### config.mk
export PLATFORM = sky130hd
export DESIGN_NAME = sci_initiator
export DESIGN_NICKNAME = d
export VERILOG_FILES = /design/src/rtl/sci_pkg.sv /design/src/rtl/sci_initiator_shreg.sv /design/src/rtl/sci_initiator.sv
export SDC_FILE = /design/constraint.sdc
export NUM_CORES = 1
export LEC_CHECK = 0
export ABC_CLOCK_PERIOD_IN_PS = 2900
export CAP_MARGIN = 0
export CORE_MARGIN = 5
export CORE_UTILIZATION = 50
export CTS_CLUSTER_DIAMETER = 120
export DETAILED_ROUTE_END_ITERATION = 8
export HOLD_SLACK_MARGIN = 0.12
export PLACE_DENSITY = 0.74
export SKIP_LAST_GASP = 1
export SLEW_MARGIN = 20
export SYNTH_ARGS = -nofsm -noshare
export SYNTH_HDL_FRONTEND = slang
export SYNTH_SLANG_ARGS = --single-unit
### constraint.sdc
create_clock -name CLK -period 2.9 [get_ports CLK]
set_input_delay 0.725 -clock CLK [delete_from_list [all_inputs] [get_ports CLK]]
set_output_delay 0.725 -clock CLK [all_outputs]
set_load 0.005 [all_outputs]
### src/rtl/sci_pkg.sv
// sci_pkg: shared FSM encoding, frame command codes and width helper for the SCI initiator.
package sci_pkg;
  typedef enum logic [2:0] {S_IDLE, S_CMD, S_ADDR, S_WDATA, S_WAIT, S_RDAT, S_FIN} state_t;
  localparam logic CMD_WRITE = 1'b1;
  localparam logic CMD_READ = 1'b0;
  function automatic int clog2(input int v);
    int r = 0;
    while ((1 << r) < v) r++;
    return r;
  endfunction
endpackage

### src/rtl/sci_initiator_shreg.sv
// sci_initiator_shreg: MSB-first TX frame shifter and RX data collector for the SCI initiator.
module sci_initiator_shreg #(
  parameter int ADDR_WIDTH = 4,
  parameter int DATA_WIDTH = 8
) (
  input  logic                  CLK,
  input  logic                  RSTN,
  input  logic                  load,
  input  logic                  shift,
  input  logic                  cmd,
  input  logic [ADDR_WIDTH-1:0] addr,
  input  logic [DATA_WIDTH-1:0] wdata,
  input  logic                  cap,
  input  logic                  commit,
  input  logic                  SIN,
  output logic                  msb,
  output logic [DATA_WIDTH-1:0] rdata
);
  localparam int FW = 1 + ADDR_WIDTH + DATA_WIDTH;
  logic [FW-1:0] tx;
  logic [DATA_WIDTH-1:0] rx, rx_nx;
  assign rx_nx = DATA_WIDTH'({rx, SIN});
  assign msb = tx[FW-1];
  // rdata takes the final bit in the same edge that completes the read, so it is valid with DONE.
  always_ff @(posedge CLK or negedge RSTN)
    if (!RSTN) begin
      tx <= '0;
      rx <= '0;
      rdata <= '0;
    end else begin
      tx <= load ? {cmd, addr, wdata} : shift ? {tx[FW-2:0], 1'b0} : tx;
      rx <= cap ? rx_nx : rx;
      rdata <= commit ? rx_nx : rdata;
    end
endmodule

### src/rtl/sci_initiator.sv
// sci_initiator: SCI link master serialising one register write/read per REQ onto CSN/SOUT.
// Define SCI_TIMEOUT_EN to bound WAIT/RDAT to TIMEOUT_CYCLES and pulse ERROR on expiry.
module sci_initiator
  import sci_pkg::*;
#(
  parameter int ADDR_WIDTH = 4,
  parameter int DATA_WIDTH = 8,
  parameter int TIMEOUT_CYCLES = 64
) (
  input  logic                  CLK,
  input  logic                  RSTN,
  input  logic                  REQ,
  input  logic                  WNR,
  input  logic [ADDR_WIDTH-1:0] ADDR,
  input  logic [DATA_WIDTH-1:0] WDATA,
  output logic                  BUSY,
  output logic                  DONE,
  output logic [DATA_WIDTH-1:0] RDATA,
  output logic                  ERROR,
  output logic                  CSN,
  output logic                  SOUT,
  input  logic                  SIN,
  input  logic                  SACK
);
  localparam int CW = clog2(ADDR_WIDTH > DATA_WIDTH ? ADDR_WIDTH : DATA_WIDTH) + 1;
  state_t state, state_nx;
  logic wnr_q, err_q, tmo, abort, last_a, last_d, tx_bit, shifting, waiting;
  logic [CW-1:0] cnt;
  assign last_a = cnt == CW'(ADDR_WIDTH - 1);
  assign last_d = cnt == CW'(DATA_WIDTH - 1);
  assign shifting = state == S_CMD || state == S_ADDR || state == S_WDATA;
  assign waiting = state == S_WAIT || state == S_RDAT;
  // A timeout only wins when the same cycle does not also complete the reply.
  assign abort = tmo && !(SACK && (state == S_WAIT || last_d));
`ifdef SCI_TIMEOUT_EN
  localparam int TW = clog2(TIMEOUT_CYCLES) + 1;
  logic [TW-1:0] tcnt;
  always_ff @(posedge CLK or negedge RSTN)
    if (!RSTN) tcnt <= '0;
    else tcnt <= (state_nx == state && waiting) ? tcnt + 1'b1 : '0;
  assign tmo = waiting && tcnt == TW'(TIMEOUT_CYCLES - 1);
`else
  assign tmo = 1'b0;
`endif
  always_ff @(posedge CLK or negedge RSTN)
    if (!RSTN) begin
      state <= S_IDLE;
      wnr_q <= CMD_READ;
      err_q <= 1'b0;
      cnt <= '0;
    end else begin
      state <= state_nx;
      wnr_q <= (state == S_IDLE && REQ) ? WNR : wnr_q;
      err_q <= abort;
      cnt <= state_nx != state ? CW'(state == S_WAIT)
           : (state == S_ADDR || state == S_WDATA || (state == S_RDAT && SACK)) ? cnt + 1'b1 : cnt;
    end
  always_comb begin
    state_nx = state;
    case (state)
      S_IDLE:  state_nx = REQ ? S_CMD : S_IDLE;
      S_CMD:   state_nx = S_ADDR;
      S_ADDR:  state_nx = last_a ? (wnr_q == CMD_WRITE ? S_WDATA : S_WAIT) : S_ADDR;
      S_WDATA: state_nx = last_d ? S_WAIT : S_WDATA;
      S_WAIT:  state_nx = SACK ? ((wnr_q == CMD_WRITE || DATA_WIDTH == 1) ? S_FIN : S_RDAT)
                        : tmo ? S_FIN : S_WAIT;
      S_RDAT:  state_nx = ((SACK && last_d) || tmo) ? S_FIN : S_RDAT;
      default: state_nx = S_IDLE;
    endcase
  end
  always_comb begin
    BUSY = state != S_IDLE;
    DONE = state == S_FIN;
    ERROR = state == S_FIN && err_q;
    CSN = !(shifting || waiting);
    SOUT = shifting && tx_bit;
  end
  sci_initiator_shreg #(.ADDR_WIDTH(ADDR_WIDTH), .DATA_WIDTH(DATA_WIDTH)) u_shreg (
    .CLK(CLK),
    .RSTN(RSTN),
    .load(state == S_IDLE && REQ),
    .shift(shifting),
    .cmd(WNR ? CMD_WRITE : CMD_READ),
    .addr(ADDR),
    .wdata(WDATA),
    .cap(SACK && wnr_q == CMD_READ && waiting),
    .commit(state_nx == S_FIN && wnr_q == CMD_READ && !abort),
    .SIN(SIN),
    .msb(tx_bit),
    .rdata(RDATA)
  );
endmodule

==> results <==
- Cells fill 64.6% of the core in the end.
- The biggest area contributor in the post-synthesis netlist is sky130_fd_sc_hd__dfrtp_1.
- A synthesized cell averages 11.2 um^2.
- After floorplanning, the core was divided into 21 placement rows.
- Setup repair after global routing left no endpoint under its margin.
- The max-slew violation count came to 0.
- The final non-filler cell total is 240.
- The number of antenna violations at the first check in global routing came to 0.
- The post-synthesis instance area is 1780 um^2.
- The number of antenna repair diodes is 0.
- The sequential cell area fraction in the yosys report is 50.5%.
- The fraction of registers with async set or reset after synthesis is 100%.
- For this run, the total global-route usage over all layers was measured as 15.3%.
- The via count of the first global-routing pass is 1353.
- Timing would allow up to 376 MHz.
- The count of synthesis-stage warnings from yosys is 0.
- The length of the first detailed-routing pass in iterations is 4.
- Clock latency on the worst-skew pair, taken at its later pin, is 0.34 ns.
- The number of cells after detailed placement is 232.
- The congestion estimate from routability-driven global placement came to 0.847.
- The master cell of the clock root buffer is sky130_fd_sc_hd__clkbuf_4.
- The cts-stage hold buffer count is 0.
- The H-tree level count is 2.
- The largest net degree at the start of global routing is 37.
- The post-route standard cell area excluding fillers is 2190 um^2.
- The critical path data required time is 2.17 ns.
- Global routing finished with a remaining overflow of 0.
- Dividing the detail-routed wire length by the instance count gives 14.2 um.
- The worst path arrival time is 1.94 ns.
- The type of the worst min-delay path is reg2reg.
- Counting every instance in the synthesized netlist gives 160.
- Along the worst path, the maximum fanout reaches 16.
- The clock transition at the register clock pins on the worst setup and hold paths after CTS is 0.11 ns.
- The number of max-cap violations is 0.
- The first global-routing pass estimated 6040 um of wire.
- Relative to the synthesized area, the layout overhead comes to 22.7%.
- The number of nets with antenna violations after detailed routing is 0.
- The die covers 4860 um^2.
- The initial DRC count is 106.
- The critical path is of the reg2out type.
- The boundary pin count is 31.
- When the netlist entered floorplanning its net count stood at 179.
- The number of nets in the finished design is 212.
- The flow ran to the end, and the final reports show no timing, DRC or antenna violations.
- The post-CTS setup buffer count is 0.
- After layout, the minimum clock period comes to 2.66 ns.
- The clock passes through at most 2 buffers.
- The power density relative to cell area is 753 nW/um^2.
- On the final layout, the worst clock skew is 0.0110 ns.
- The kind of end point of the critical path is an output port.
- The share of the cycle needed by the critical path after routing is 91.8%.
- The via count normalized by instance count is 5.36.
- Sorting the synthesized cells by area gives the leading types as sky130_fd_sc_hd__dfrtp_1 (50%), sky130_fd_sc_hd__mux2_4 (6.7%), sky130_fd_sc_hd__nand2_1 (6.1%), sky130_fd_sc_hd__a22oi_1 (5.0%), sky130_fd_sc_hd__mux2_2 (5.0%).
- The cell area after placement is 2130 um^2.
- Synthesis inferred 36 register bits.
- Synthesis instantiated 40 different standard cells from the library.
- The worst setup path is launched from a flip-flop.
- Summed over all nets, the half-perimeter wirelength after detailed placement is 2400 um.
- The die boundary height is 69.7 um.
- The routed design has 3400 um of wire.
- The area fraction of the dominant cell type after synthesis is 50.5%.
- The largest vdd supply drop is 0.302 mV.
- Detailed routing inserted a total of 1286 vias.
- In this run the horizontal extent of the chip is 69.7 um.
- Clock tree synthesis inserted a total of 5 buffers.
- CTS saw 36 sinks.
- Counting flops with a built-in enable in the synthesized netlist gives 0.
- The clock tree from TritonCTS is built.
- The initial core utilization is 52.6%.
- The final-report hold violation count is 0.
- The primary flip-flop cell chosen by synthesis mapping is sky130_fd_sc_hd__dfrtp_1.
- Setup violations remaining at the end of the flow were counted as 0.
- During placement, the flow inserted port buffers numbering 29.
- Summed over all cells, the static leakage comes to 1.04 nW.
- The post-cts gate resize count is 0.
- The actual transition at the worst max-transition pin is 0.684 ns.
- The max-slew headroom at the worst pin is 54.2%.
- Setup total negative slack on the finished layout was measured at 0 ns.
- The core box area is 3390 um^2.
- In the final layout, the share of cells above drive strength 1 is 18.6%.
- The number of DRC violations after detailed routing is 0.
## registers in the layout, summed over array words and instances (netlist names)
| register | cells |
|---|---|
| u_shreg.rdata | 8 |
| u_shreg.rx | 7 |
| u_shreg.tx | 13 |
| state | 3 |
| cnt | 4 |
| wnr_q | 1 |
## cells in the mapped netlist (all sizes together), types with 2 or more instances
cell	count
dfrtp	36
nand2b	2
clkbuf	3
nor4	3
nand2	29
o22ai	2
a22oi	12
o21ai	6
nor2b	4
nand4b	2
buf	4
nor2	10
inv	5
mux2i	2
nand4	2
mux2	16
xnor2	2
nand3b	3
## cell families after synthesis
family                   after synthesis  synth area share [%]
AO/OA/AOI/OAI                         27                  12.8
XOR/XNOR                               3                  1.47
adder cells (fa/ha/maj)                1                 0.701
buffers and inverters                 12                  3.09
flip-flops                            36                  50.5
multiplexers                          18                  12.9
other                                  1                 0.210
AND/OR/NAND/NOR                       62                  18.3
## cell type report
| class | count | area (um^2) |
|---|---|---|
| repair buffers | 33 | 320 |
| clock buffers | 7 | 55.1 |
| fillers | 263 | 1200 |
| flip-flops and latches | 36 | 901 |
| inverters | 5 | 18.8 |
| clock inverters | 1 | 7.51 |
| well taps | 46 | 57.6 |
| multi-input cells | 112 | 828 |
## worst paths after layout
path | start | to | slack, ns | cells past startpoint
setup / recovery | state[0] | CSN | 0.24 | 3
hold / removal | u_shreg.tx[2] | u_shreg.tx[2] | 0.49 | 2
setup reg to reg | state[0] | u_shreg.rdata[0] | 0.61 | 5
hold reg to reg | u_shreg.tx[2] | u_shreg.tx[2] | 0.49 | 2
max in group asynchronous | RSTN | u_shreg.rx[0] | 1.79 | 2
min in group asynchronous | RSTN | state[0] | 0.79 | 2
## cells in the final DEF, fill, tap and decap left out, types with 2 or more instances in the layout
cell type / synthesis / routed
sky130_fd_sc_hd__a22oi_1: 12 / 12
sky130_fd_sc_hd__mux2_2: 8 / 8
sky130_fd_sc_hd__nand2b_1: 2 / 2
sky130_fd_sc_hd__nor2_1: 9 / 9
sky130_fd_sc_hd__o22ai_1: 2 / 2
sky130_fd_sc_hd__inv_1: 5 / 5
sky130_fd_sc_hd__nand2_1: 29 / 29
sky130_fd_sc_hd__clkdlybuf4s50_1: 0 / 29
sky130_fd_sc_hd__nand3b_1: 3 / 3
sky130_fd_sc_hd__dfrtp_1: 36 / 36
sky130_fd_sc_hd__xnor2_1: 2 / 2
sky130_fd_sc_hd__nor4_1: 3 / 3
sky130_fd_sc_hd__mux2i_1: 2 / 2
sky130_fd_sc_hd__buf_4: 2 / 4
sky130_fd_sc_hd__mux2_4: 8 / 8
sky130_fd_sc_hd__o21ai_0: 6 / 6
sky130_fd_sc_hd__nor2b_1: 4 / 4
sky130_fd_sc_hd__clkbuf_4: 0 / 5
## per-layer routing
metal | global-route usage, % | up-vias | part of all wire [%]
met5 | 0 | - | 0
met4 | 6.81 | 0 | 1.6
met3 | 5.94 | 7 | 7.2
met2 | 23.5 | 36 | 46
met1 | 18.9 | 615 | 45
li1 | - | 628 | -
## worst max-delay path, cell delays in order, from the launching register on
cell                              delay, ns
sky130_fd_sc_hd__dfrtp_1               0.59
sky130_fd_sc_hd__or3_1                 0.44
sky130_fd_sc_hd__nand2_1               0.08
sky130_fd_sc_hd__clkdlybuf4s50_1       0.49
## metrics by stage
stage / hold slack (ns) / power (mW) / setup slack [ns]
detailed placement: 0.463 / 1.38 / 0.166
global placement: 0.460 / 1.35 / 0.217
CTS: 0.493 / 1.66 / 0.244
finish: 0.488 / 1.65 / 0.238
global route: 0.530 / 1.79 / 0.149
floorplan: 0.429 / 1.18 / 0.779
## where the power goes
group	internal [mW]	leakage [nW]	switching, mW
Sequential	0.624	0.478	0.120
Combinational	0.294	0.528	0.330
Clock	0.119	0.0315	0.161
Note: power is estimated with default switching activity, not from simulation.
